File: config.mk
export PLATFORM = sky130hd
export DESIGN_NAME = lector_ad_year_flat
export DESIGN_NICKNAME = d
export VERILOG_FILES = /design/src/rtl/lector_ad_year_pkg.sv /design/src/rtl/lector_ad_year_if.sv /design/src/rtl/lector_ad_year_bcd_a_bin.sv /design/src/rtl/lector_ad_year.sv /design/src/flat_wrapper.sv
export SDC_FILE = /design/constraint.sdc
export NUM_CORES = 1
export LEC_CHECK = 0
export ABC_CLOCK_PERIOD_IN_PS = 4500
export CAP_MARGIN = 15
export CORE_MARGIN = 2
export CORE_UTILIZATION = 50
export CTS_CLUSTER_DIAMETER = 60
export CTS_CLUSTER_SIZE = 20
export DETAILED_ROUTE_END_ITERATION = 10
export GPL_TIMING_DRIVEN = 0
export PLACE_DENSITY = 0.79
export SYNTH_ARGS = -nofsm -noshare
export SYNTH_HDL_FRONTEND = slang
export SYNTH_SLANG_ARGS = --single-unit
File: constraint.sdc
create_clock -name clk -period 4.5 [get_ports clk]
set_clock_uncertainty 0.05 [all_clocks]
set_input_delay 0.9 -clock clk [delete_from_list [all_inputs] [get_ports clk]]
set_output_delay 0.9 -clock clk [all_outputs]
set_load 0.01 [all_outputs]
File: src/rtl/lector_ad_year_pkg.sv
`default_nettype none
// ============================================================================
// Module   : lector_ad_year_pkg
// Brief    : Shared state encoding and defaults for the RTC year reader.
// Revision : 1.0 - initial release
// ============================================================================
package lector_ad_year_pkg;

    localparam logic [7:0]  C_ADDR_YEAR_DEF = 8'h26;
    localparam int unsigned C_T_PHASE_DEF   = 4;
    localparam logic [3:0]  C_BCD_MAX       = 4'd9;

    typedef enum logic [2:0] {
        S_IDLE  = 3'd0,
        S_ADDR  = 3'd1,
        S_AHOLD = 3'd2,
        S_TURN  = 3'd3,
        S_READ  = 3'd4,
        S_RECOV = 3'd5,
        S_DONE  = 3'd6
    } state_e;

endpackage : lector_ad_year_pkg
`default_nettype wire

File: src/rtl/lector_ad_year_if.sv
`default_nettype none
// ============================================================================
// Module   : lector_ad_year_if
// Brief    : Multiplexed address/data RTC bus with strobes.
// Revision : 1.0 - initial release
// ============================================================================
interface lector_ad_year_if;
    logic [7:0] ad_in;
    logic [7:0] ad_out;
    logic       ad_oe;
    logic       cs_n;
    logic       ad_n;
    logic       rd_n;

    modport master (input ad_in, output ad_out, ad_oe, cs_n, ad_n, rd_n);
    modport slave  (output ad_in, input ad_out, ad_oe, cs_n, ad_n, rd_n);
endinterface : lector_ad_year_if
`default_nettype wire

File: src/rtl/lector_ad_year_bcd_a_bin.sv
`default_nettype none
// ============================================================================
// Module   : bcd_a_bin
// Brief    : Packed-BCD legality check and conversion to 7-bit binary.
// Revision : 1.0 - initial release
// ============================================================================
module bcd_a_bin
    import lector_ad_year_pkg::*;
(
    input  wire logic [7:0] i_bcd,
    output logic      [6:0] o_bin,
    output logic            o_ok
);
    logic [3:0] w_tens;
    logic [3:0] w_units;

    always_comb begin
        w_tens  = i_bcd[7:4];
        w_units = i_bcd[3:0];
        o_ok    = (w_tens <= C_BCD_MAX) && (w_units <= C_BCD_MAX);
        o_bin   = ({3'b000, w_tens} * 7'd10) + {3'b000, w_units};
    end
endmodule : bcd_a_bin
`default_nettype wire

File: src/rtl/lector_ad_year.sv
`default_nettype none
// ============================================================================
// Module   : lector_ad_year
// Brief    : Reads the year byte from a multiplexed-bus RTC and reports it.
// Revision : 1.0 - initial release
// ============================================================================
module lector_ad_year
    import lector_ad_year_pkg::*;
#(
    parameter logic [7:0]  ADDR_YEAR = C_ADDR_YEAR_DEF,
    parameter int unsigned T_PHASE   = C_T_PHASE_DEF
)(
    input  wire logic        clk,
    input  wire logic        reset,
    input  wire logic        start,
    lector_ad_year_if.master bus,
    output logic             busy,
    output logic [7:0]       year_bcd,
    output logic [6:0]       year_bin,
    output logic             valid,
    output logic             err
);
    localparam logic [3:0] C_PH_LAST = 4'(T_PHASE - 1);

    state_e     state_q, state_d;
    logic [3:0] phase_q, phase_d;
    logic [7:0] cap_q, cap_d;
    logic       cs_n_q, cs_n_d, ad_n_q, ad_n_d, rd_n_q, rd_n_d;
    logic       ad_oe_q, ad_oe_d, busy_q, busy_d;
    logic [7:0] ad_out_q, ad_out_d;
    logic [7:0] year_bcd_q, year_bcd_d;
    logic [6:0] year_bin_q, year_bin_d;
    logic       valid_q, valid_d, err_q, err_d;
    logic       w_phase_last;
    logic [6:0] w_bin;
    logic       w_ok;

    bcd_a_bin u_bcd (
        .i_bcd (cap_q),
        .o_bin (w_bin),
        .o_ok  (w_ok)
    );

    always_comb begin
        state_d      = state_q;
        cap_d        = cap_q;
        year_bcd_d   = year_bcd_q;
        year_bin_d   = year_bin_q;
        valid_d      = 1'b0;
        err_d        = 1'b0;
        w_phase_last = (phase_q == C_PH_LAST);

        unique case (state_q)
            S_IDLE:  if (start)        state_d = S_ADDR;
            S_ADDR:  if (w_phase_last) state_d = S_AHOLD;
            S_AHOLD: if (w_phase_last) state_d = S_TURN;
            S_TURN:  if (w_phase_last) state_d = S_READ;
            S_READ:  if (w_phase_last) begin
                cap_d   = bus.ad_in;
                state_d = S_RECOV;
            end
            S_RECOV: if (w_phase_last) state_d = S_DONE;
            S_DONE: begin
                state_d = S_IDLE;
                if (w_ok) begin
                    year_bcd_d = cap_q;
                    year_bin_d = w_bin;
                    valid_d    = 1'b1;
                end else begin
                    err_d      = 1'b1;
                end
            end
            default: state_d = S_IDLE;
        endcase

        phase_d = ((state_d != state_q) || (state_q == S_IDLE)) ? 4'd0 : phase_q + 4'd1;

        // Bus outputs are decoded from the next state so they register in step with it.
        cs_n_d   = 1'b1;
        ad_n_d   = 1'b1;
        rd_n_d   = 1'b1;
        ad_oe_d  = 1'b0;
        ad_out_d = 8'h00;
        busy_d   = (state_d != S_IDLE);
        unique case (state_d)
            S_ADDR:  begin cs_n_d = 1'b0; ad_n_d = 1'b0; ad_oe_d = 1'b1; ad_out_d = ADDR_YEAR; end
            S_AHOLD: begin cs_n_d = 1'b0; ad_oe_d = 1'b1; ad_out_d = ADDR_YEAR; end
            S_TURN:  cs_n_d = 1'b0;
            S_READ:  begin cs_n_d = 1'b0; rd_n_d = 1'b0; end
            default: ;
        endcase
    end

    always_ff @(posedge clk or negedge reset) begin
        if (!reset) begin
            state_q    <= S_IDLE;
            phase_q    <= 4'd0;
            cap_q      <= 8'h00;
            cs_n_q     <= 1'b1;
            ad_n_q     <= 1'b1;
            rd_n_q     <= 1'b1;
            ad_oe_q    <= 1'b0;
            ad_out_q   <= 8'h00;
            busy_q     <= 1'b0;
            year_bcd_q <= 8'h00;
            year_bin_q <= 7'd0;
            valid_q    <= 1'b0;
            err_q      <= 1'b0;
        end else begin
            state_q    <= state_d;
            phase_q    <= phase_d;
            cap_q      <= cap_d;
            cs_n_q     <= cs_n_d;
            ad_n_q     <= ad_n_d;
            rd_n_q     <= rd_n_d;
            ad_oe_q    <= ad_oe_d;
            ad_out_q   <= ad_out_d;
            busy_q     <= busy_d;
            year_bcd_q <= year_bcd_d;
            year_bin_q <= year_bin_d;
            valid_q    <= valid_d;
            err_q      <= err_d;
        end
    end

    assign bus.cs_n   = cs_n_q;
    assign bus.ad_n   = ad_n_q;
    assign bus.rd_n   = rd_n_q;
    assign bus.ad_oe  = ad_oe_q;
    assign bus.ad_out = ad_out_q;
    assign busy       = busy_q;
    assign year_bcd   = year_bcd_q;
    assign year_bin   = year_bin_q;
    assign valid      = valid_q;
    assign err        = err_q;
endmodule : lector_ad_year
`default_nettype wire

File: src/flat_wrapper.sv
// flat-port wrapper written by rule: the top's interface ports become plain ports
module lector_ad_year_flat import lector_ad_year_pkg::*;
#(
    parameter logic [7:0]  ADDR_YEAR = C_ADDR_YEAR_DEF,
    parameter int unsigned T_PHASE   = C_T_PHASE_DEF
)
  (clk, reset, start, busy, year_bcd, year_bin, valid, err, bus_ad_in, bus_ad_out, bus_ad_oe, bus_cs_n, bus_ad_n, bus_rd_n);
  lector_ad_year_if bus_i ();
  input  wire logic clk;
  input  wire logic reset;
  input  wire logic start;
  output logic busy;
  output logic [7:0] year_bcd;
  output logic [6:0] year_bin;
  output logic valid;
  output logic err;
  input wire logic [$bits(bus_i.ad_in)-1:0] bus_ad_in;
  output wire logic [$bits(bus_i.ad_out)-1:0] bus_ad_out;
  output wire logic [$bits(bus_i.ad_oe)-1:0] bus_ad_oe;
  output wire logic [$bits(bus_i.cs_n)-1:0] bus_cs_n;
  output wire logic [$bits(bus_i.ad_n)-1:0] bus_ad_n;
  output wire logic [$bits(bus_i.rd_n)-1:0] bus_rd_n;
  assign bus_i.ad_in = bus_ad_in;
  assign bus_ad_out = bus_i.ad_out;
  assign bus_ad_oe = bus_i.ad_oe;
  assign bus_cs_n = bus_i.cs_n;
  assign bus_ad_n = bus_i.ad_n;
  assign bus_rd_n = bus_i.rd_n;
  lector_ad_year #(.ADDR_YEAR(ADDR_YEAR), .T_PHASE(T_PHASE)) u_core (.clk(clk), .reset(reset), .start(start), .bus(bus_i), .busy(busy), .year_bcd(year_bcd), .year_bin(year_bin), .valid(valid), .err(err));
endmodule
# == Word-level counts from Yosys, hierarchy flattened ==
# Cells that the tools add are included.
# totals
in_bits,11
regBits,43
mem_count,0
rom_bits,0
wordCells,55
mem_bits_rw,0
latch_bits,0
# op_classes
eq_ne,12
n_lt_le_gt_ge,2
reduce_logical,8
n_bitwise,0
div,0
n_mul,1
muxes,17
addsub,2
n_shift,0
# ops
operator,n
3-bit two-way mux,6
3-bit one-hot mux with 6 select lines,1
3-bit by 2-bit == test with 1-bit output (second input constant),4
3-bit == test (second input constant),4
4-bit less-or-equal comparator (second input constant),2
1-bit two-way mux,8
7-bit by 4-bit adder with 7-bit output,1
3-bit by 1-bit == test with 1-bit output (second input constant),2
4-bit by 3-bit multiplier with 6-bit output (second input constant),1
6-bit two-way mux,1
4-bit by 1-bit adder with 4-bit output (second input constant),1
4-bit by 2-bit == test with 1-bit output (second input constant),1
4-bit two-way mux,1
2-bit AND reduction,2
4-bit OR reduction,1
3-bit logical NOT,1
3-bit != test,1
3-bit nonzero test,1
2-bit OR reduction,1
1-bit logical AND,1
1-bit logical OR,1

# == Logic depth before layout (Yosys ltp) ==
# Gate-level depths: netlist of the first run.
# depth
depth_word,6
mapped_depth,7

# == Modules after synthesis ==
# Synthesis of the first run repeated with hierarchy kept, for this count alone.
# unflattened
hier_cells,136
area_unflattened_um2,1803.0
# by_module_without_submodules
module,cells_each,n_inst,seq_area_each_um2,area_per_inst_um2
lector_ad_year,108,1,929.6,1560.2
bcd_a_bin,28,1,0.0,242.7

# == Least setup slack after synthesis of the first run ==
# No wires, ideal clock.
# synth_timing
path_type,flip-flop to flip-flop
from,register u_core.cap_q[5]
to,"register u_core.year_bin_q[6], in the netlist u_core.year_bin[6]"
setup_time_ps,127
required_time_ps,4323
setup_slack_ps,2510
path_stages_with_launch,8
t_arrival_ps,1813
synth_period_minus_slack_ps,1990
cell_sequence,dfrtp_1 > ha_1 > ha_1 > fa_1 > nand2_1 > nor3_1 > xnor2_1 > o21ai_0
# synth_between
elab_chain_len,3
word_cells_on_any_way,5
# synth_rtl
item,line,rtl
"start, declared",lector_ad_year.sv:27,"logic [7:0] cap_q, cap_d;"
"start signal, assigned",lector_ad_year.sv:112,cap_q <= cap_d;
branches (longest 3 deep; another with 7-bit by 4-bit adder with 7-bit output),--,
"end signal, assigned",lector_ad_year.sv:120,year_bin_q <= year_bin_d;
"end, declared",lector_ad_year.sv:32,"logic [6:0] year_bin_q, year_bin_d;"
# Several ways; the timed one is not identified.
# A chain may end at the register's enable or synchronous reset.

# == Worst setup path after layout of the first run ==
# layout_timing
from,"register u_core.ad_n_q, in the netlist u_core.bus.ad_n"
to,output bus_ad_n
# layout_rtl
item,line,rtl
"start, declared",lector_ad_year.sv:28,"logic cs_n_q, cs_n_d, ad_n_q, ad_n_d, rd_n_q, rd_n_d;"
"start signal, assigned",lector_ad_year.sv:114,ad_n_q <= ad_n_d;
"end, declared",flat_wrapper.sv:21,output wire logic [$bits(bus_i.ad_n)-1:0] bus_ad_n;
# No word-level cell between the ends.

==> results.md, run 1 <==
- Synthesized area per cell: 11.9 um2
- Peak supply drop: 361 uV
- CTS tree: built
- 1st-iter DRT viols: 44
- Starting density of the core: 52.0%
- Total core area: 3310 um2
- Pre-CTS setup slack: 2.39 ns
- Critical-path top delay cell: dfstp_2
- Area delta synth->final: 28.7%
- Top Ports: 41
- Cell area after layout: 2210 um2
- Via count: 1195
- Post-CTS repair timing setup buffer count: 0
- Min setup slack post-route: 2.17 ns
- Synth Register Bits: 36
- Largest net degree at the start of global routing: 37
- Mux contribution to synthesized area: 12.1%
- CTS Buf Count: 5
- Warnings, synthesis: 0
- Final Cycle Share: 51.8%
- DR pass1 iterations: 4
- Final Critical Period: 2.33 ns
- WL final: 3060 um
- CP cell instances: clkdlybuf4s50_1
- Clock sinks: 36
- CP endpoint kind: output pin
- Slew margin rel.: 48.4%
- Clock Tree Buf Depth: 2
- Register area share after synthesis: 52.6%
- Port bufs: 35
- Crit path DAT: 1.38 ns
- Fmax: 429 MHz
- Drt wl/cell: 12.9 um
- Worst-path clk slew: 0.11 ns
- Share of synthesized cell area in and, or, nand and nor gates: 10.8%
- GP Congestion: 0.734
- Worst Hold Class: reg2reg
- Cell variety after synth: 31
- WHS: 0.416 ns
- Critical Path Fanout Max: 1
- Share of post-route cells with drive strength above 1: 20.9%
- GRT overflow: 0
- Leak: 0.00102 uW
- Compound-Gate Fraction of Synth Area: 6.91%
- Crit-path max cell delay: 0.53 ns
- Worst path top cell family by delay: flip-flops
- Area contributors post-synth: dfrtp_1, mux2_2, ha_1
- Adder-cell area share of the yosys netlist: 7.42%
- Root Driver: clkbuf_4
- Hold Fails Final Rpt: 0
- Critical Path Source Type: flop
- # resized after CTS: 0
- WS Path Type: reg2out
- Leading cell type in the layout, fill and taps excluded: clkdlybuf4s50_1
- Max-Cap Viols: 0
- Fin. max-slew vios: 0
- Hpwl dp: 2410 um
- Syn Std Cell Area: 1720 um2
- Die Height: 62.7 um
- Post-CTS Hold Fix Bufs: 0
- Gate Count Post-Synth: 144
- Die area: 3930 um2
- H-Tree Depth: 2
- Setup violations, final: 0
- Power per cell area: 656 nW/um2
- Status: finished clean
- Yosys top cell area share: 48.0%
- Main combinational cell family by area after synthesis: multiplexers
- R2R Setup Slk: 2.39 ns
- Clock latency at the later pin of the worst-skew pair: 0.32 ns
- Initial antenna violation count: 0
- Unrepaired setup endpoints after global routing: no
- Number of global-route vias before repair: 1285
- Detailed-route DRC error count: 0
- Global-route wire length before repair: 5440 um
- Worst path bufs/invs: 1
- WP data required: 3.55 ns
- Die X: 62.7 um
- Antenna Cells: 0
- XOR/XNOR Fraction of Synth Area: 3.56%
- Worst-margin pin slew: 0.774 ns
- Total track usage: 17.7%
- Cell Area, Placed: 2140 um2
- Most frequent cells in the layout: clkdlybuf4s50_1, dfrtp_1, nor2_1
- Area leader, netlist: dfrtp_1
- Site row count: 21
- Via-per-instance ratio: 5.04
- Setup_tns: 0 ns
- Final nets: 210
- Final ANT Viol Nets: 0
==> Yosys cell counts (all sizes together) <==
library cell and instances:
dfrtp 33, mux2 15, nor2 12, o21ai 12, buf 11, nand2 11, ha 7, inv 5
nor3 4, xor2 4, clkbuf 3, dfstp 3, xnor2 3, a211oi 2, a31oi 2, fa 2
mux2i 2, nand2b 2, nand3 2, nor2b 2, a21oi 1, conb 1, nand4bb 1, nor3b 1
o211a 1, o211ai 1, o311ai 1
==> cells by family after synthesis <==
family / after synthesis
and+or+nand+nor: 35
muxes: 17
adders and majority gates: 9
buffers and inverters: 19
xor gates and xnor gates: 7
other: 1
DFF: 36
AOI/OAI and AO/OA: 20
==> area by class of cell <==
cell class,count,area [um2]
clock buffer,6,41.3
clock inverter,2,35.0
inverter,5,18.8
sequential,36,905
buffer,14,91.3
tap,46,57.6
multi-input combinational,93,721
timing repair buffer,35,345
fill,282,1100
==> metal layers <==
metal / share of wire, % / global-route usage [%] / routed length, um
met3: 4.0 / 3.60 / 121
met4: 2.0 / 7.22 / 62
met2: 58 / 34.7 / 1770
met1: 36 / 18.1 / 1110
met5: 0 / 0 / 0
==> power breakdown <==
part	switching, uW	internal (uW)	total, uW	leakage (uW)
clock	101	116	217	0.0000422
sequential	88.6	449	538	0.000453
combinational	313	385	697	0.000521
total	502	950	1450	0.00102
==> path summary, 6_finish.rpt <==
kind                                             startpoint                              to  cells past startpoint
min in group asynchronous                             reset  u_core.year_bin[4]$_DFFE_PN0P_                      1
worst min-delay path            u_core.phase_q[0]$_DFF_PN0_     u_core.phase_q[0]$_DFF_PN0_                      1
worst min register to register  u_core.phase_q[0]$_DFF_PN0_     u_core.phase_q[0]$_DFF_PN0_                      1
worst max-delay path              u_core.bus.ad_n$_DFF_PN1_                        bus_ad_n                      1
worst max register to register  u_core.cap_q[5]$_DFFE_PN0P_  u_core.year_bin[6]$_DFFE_PN0P_                      7
max in group asynchronous                             reset  u_core.year_bin[1]$_DFFE_PN0P_                      1
==> through the flow <==
stage,total power (uW),util [%],std cells
2_1_floorplan,972,-,148
3_3_place_gp,1210,64.7,229
3_5_place_dp,1250,64.6,229
4_1_cts,1470,66.9,237
5_1_grt,1570,66.9,237
6_report,1450,66.9,237
==> state kept, by name, summed over array words and instances (netlist names) <==
signal	cells
u_core.cap_q	8
u_core.year_bcd	7
u_core.year_bin	7
u_core.phase_q	4
u_core.state_q	3
u_core.bus.ad_n	1
u_core.bus.ad_out	1
u_core.bus.cs_n	1
u_core.bus.rd_n	1
u_core.busy	1
u_core.err	1
u_core.valid	1
No activity file was read; power rests on OpenSTA's default activity.
==> run 2: changes to the inputs <==
ABC_CLOCK_PERIOD_IN_PS = 2200   (was 4500)
CORE_UTILIZATION = 49   (was 50)
PLACE_DENSITY = 0.78   (was 0.79)
clock period = 2.2 ns   (was 4.5 ns; I/O delays follow)
==> run 2 against run 1 <==
Against the previous run:
- setup slack worse by 2.1 ns
- sequential power grew 100%
- non-clock buffer count unchanged
- cell area hardly changed
- critical endpoint is now u_core.year_bin[6]$_DFFE_PN0P_
- largest power group unchanged
==> results.md, run 2 (same netlist as run 1, synthesis figures left out) <==
- Critical Path Source Type: flop
- Final nets: 210 (unchanged)
- Post-CTS Hold Fix Bufs: 0 (unchanged)
- Drt wl/cell: 13.5 um (+4.5%)
- Most frequent cells in the layout: clkdlybuf4s50_1, dfrtp_1, nor2_1
- CP cell instances: ha_1 > ha_1 > fa_1 > nand2_1 > nor3_2 > xnor2_1 > o21ai_1
- Final Critical Period: 2.09 ns
- Setup violations, final: 0 (unchanged)
- Reg with most FFs: u_core.cap_q
- H-Tree Depth: 2 (unchanged)
- Share of post-route cells with drive strength above 1: 22.0% (+1.0 points)
- Via count: 1167 (-2.3%)
- Root Driver: clkbuf_4
- Pint: 1900 uW (+100%)
- # resized after CTS: 0 (unchanged)
- Status: finished clean
- Clock Tree Buf Depth: 2 (unchanged)
- R2r worst-path depth: 7 (unchanged)
- Met3 usage: 5.71% (+2.1 points)
- Largest net degree at the start of global routing: 37 (unchanged)
- Antenna Cells: 0 (unchanged)
- NetSw: 1060 uW (+110%)
- Port bufs: 35 (unchanged)
- Seq pwr share: 37.2% (+0.2 points)
- Site row count: 21 (unchanged)
- Via-per-instance ratio: 4.92 (-2.3%)
- Design Power: 2960 uW (+100%)
- Slew margin rel.: 48.9% (+0.57 points)
- Most used cell along the critical path: ha_1
- Largest register FFs: 8 (unchanged)
- Hold Fails Final Rpt: 0 (unchanged)
- Area delta synth->final: 28.7% (about the same)
- Unrepaired setup endpoints after global routing: no
- Final Cycle Share: 94.8%
- 1st-iter DRT viols: 58 (+32%)
- Leading cell type in the layout, fill and taps excluded: clkdlybuf4s50_1
- GP Congestion: 0.801 (+9.0%)
- Detailed-route DRC error count: 0 (unchanged)
- Min setup slack post-route: 0.113 ns (-2.05 ns)
- Setup_tns: 0 ns (unchanged)
- Logic gate share of total power: 49.0% (+1.0 points)
- Post-placement cell count: 229 (unchanged)
- Power per cell area: 1340 nW/um2 (+100%)
- Clk pwr share: 13.7% (-1.3 points)
- CTS Buf Count: 5 (unchanged)
- CP endpoint kind: flop
- WS Path Type: reg2reg
- Worst Hold Class: in2async
- Switching Share: 35.8% (+1.2 points)
- Clock sinks: 36 (unchanged)
- Fmax: 479 MHz
- GRT met1 Usage: 19.6% (+1.5 points)
- Starting density of the core: 51.2% (-0.81 points)
- Final cell count without fillers: 237 (unchanged)
- Global route hottest layer: met2
- WP data required: 2.38 ns (-1.17 ns)
- Critical-path top delay cell: fa_1
- Total track usage: 17.6% (-0.10 points)
- WL final: 3190 um (+4.5%)
- Top Ports: 41 (unchanged)
- Crit path DAT: 2.26 ns (+0.88 ns)
- Fin. max-slew vios: 0 (unchanged)
- Die X: 63.3 um (+0.95%)
- Total core area: 3360 um2 (+1.6%)
- Max-Cap Viols: 0 (unchanged)
- Crit-path max cell delay: 0.52 ns (about the same)
- Pre-CTS setup slack: 0.0686 ns (-2.32 ns)
- Fillers: 282 (unchanged)
- Critical Path Fanout Max: 5 (+4)
- Die Height: 63.3 um (+0.95%)
- Post-CTS repair timing setup buffer count: 0 (unchanged)
- Hpwl dp: 2350 um (-2.6%)
- Final ANT Viol Nets: 0 (unchanged)
- Leak: 0.00101 uW (-0.33%)
- DR pass1 iterations: 4 (unchanged)
- CTS tree: built
- Die area: 4000 um2 (+1.9%)
- Peak supply drop: 683 uV (+89%)
- Worst-margin pin slew: 0.766 ns (-0.00861 ns)
- Global-route wire length before repair: 5390 um (-1.0%)
- Worst-path clk slew: 0.12 ns (about the same)
- GRT overflow: 0 (unchanged)
- Initial antenna violation count: 0 (unchanged)
- Clock latency at the later pin of the worst-skew pair: 0.35 ns (+0.03 ns)
- Number of global-route vias before repair: 1200 (-6.6%)
- Met2 Usage GRT: 31.0% (-3.7 points)
## run 2: stage by stage
step	util (%)	hold slack, ns	cell area, um2
after CTS	65.6	0.132	2210
after detailed placement	63.6	0.408	2140
final	65.8	0.106	2210
after global placement	63.7	0.393	2140
after global routing	65.8	0.153	2210
after floorplan	-	0.0944	1740
## run 2: power by group through the flow
stage / Clock [uW] / Combinational (uW) / Sequential, uW
after floorplan: 0 / 844 / 1140
after global placement: 0 / 1370 / 1100
after detailed placement: 0 / 1430 / 1120
after CTS: 412 / 1450 / 1100
after global routing: 442 / 1610 / 1140
final: 406 / 1450 / 1100
## run 2: area by class of cell
type,count,area (um2),area share [%]
plain buffers,14,91.3,4.13
flip-flops and latches,36,906,40.9
well taps,46,57.6,2.60
multi-input cells,93,726,32.8
repair buffers,35,345,15.6
clock buffers,8,68.8,3.11
inverters,5,18.8,0.848
## run 2: critical path, delay by kind of cell, from the launching register on
kind,cells,cell delay (ns)
AO/OA/AOI/OAI,1,0.08
XOR/XNOR,1,0.14
adder cells (fa/ha/maj),3,1.04
flip-flops,1,0.45
AND/OR/NAND/NOR,2,0.21
## run 2: final timing paths
| check | startpoint | endpoint | slack, ns |
|---|---|---|---|
| max | u_core.cap_q[5]$_DFFE_PN0P_ | u_core.year_bin[6]$_DFFE_PN0P_ | 0.11 |
| min | reset | u_core.busy$_DFF_PN0_ | 0.11 |
| max reg2reg | u_core.cap_q[5]$_DFFE_PN0P_ | u_core.year_bin[6]$_DFFE_PN0P_ | 0.11 |
| min reg2reg | u_core.phase_q[0]$_DFF_PN0_ | u_core.phase_q[0]$_DFF_PN0_ | 0.42 |
| max in group asynchronous | reset | u_core.cap_q[5]$_DFFE_PN0P_ | 1.45 |
| min in group clk | u_core.phase_q[0]$_DFF_PN0_ | u_core.phase_q[0]$_DFF_PN0_ | 0.42 |
## run 2: layer usage
layer	share of wire (%)	wire, um	up-vias
li1	-	-	566
met1	41	1310	559
met2	52	1660	34
met3	4.9	157	8
met4	1.9	60	0
met5	0	0	-
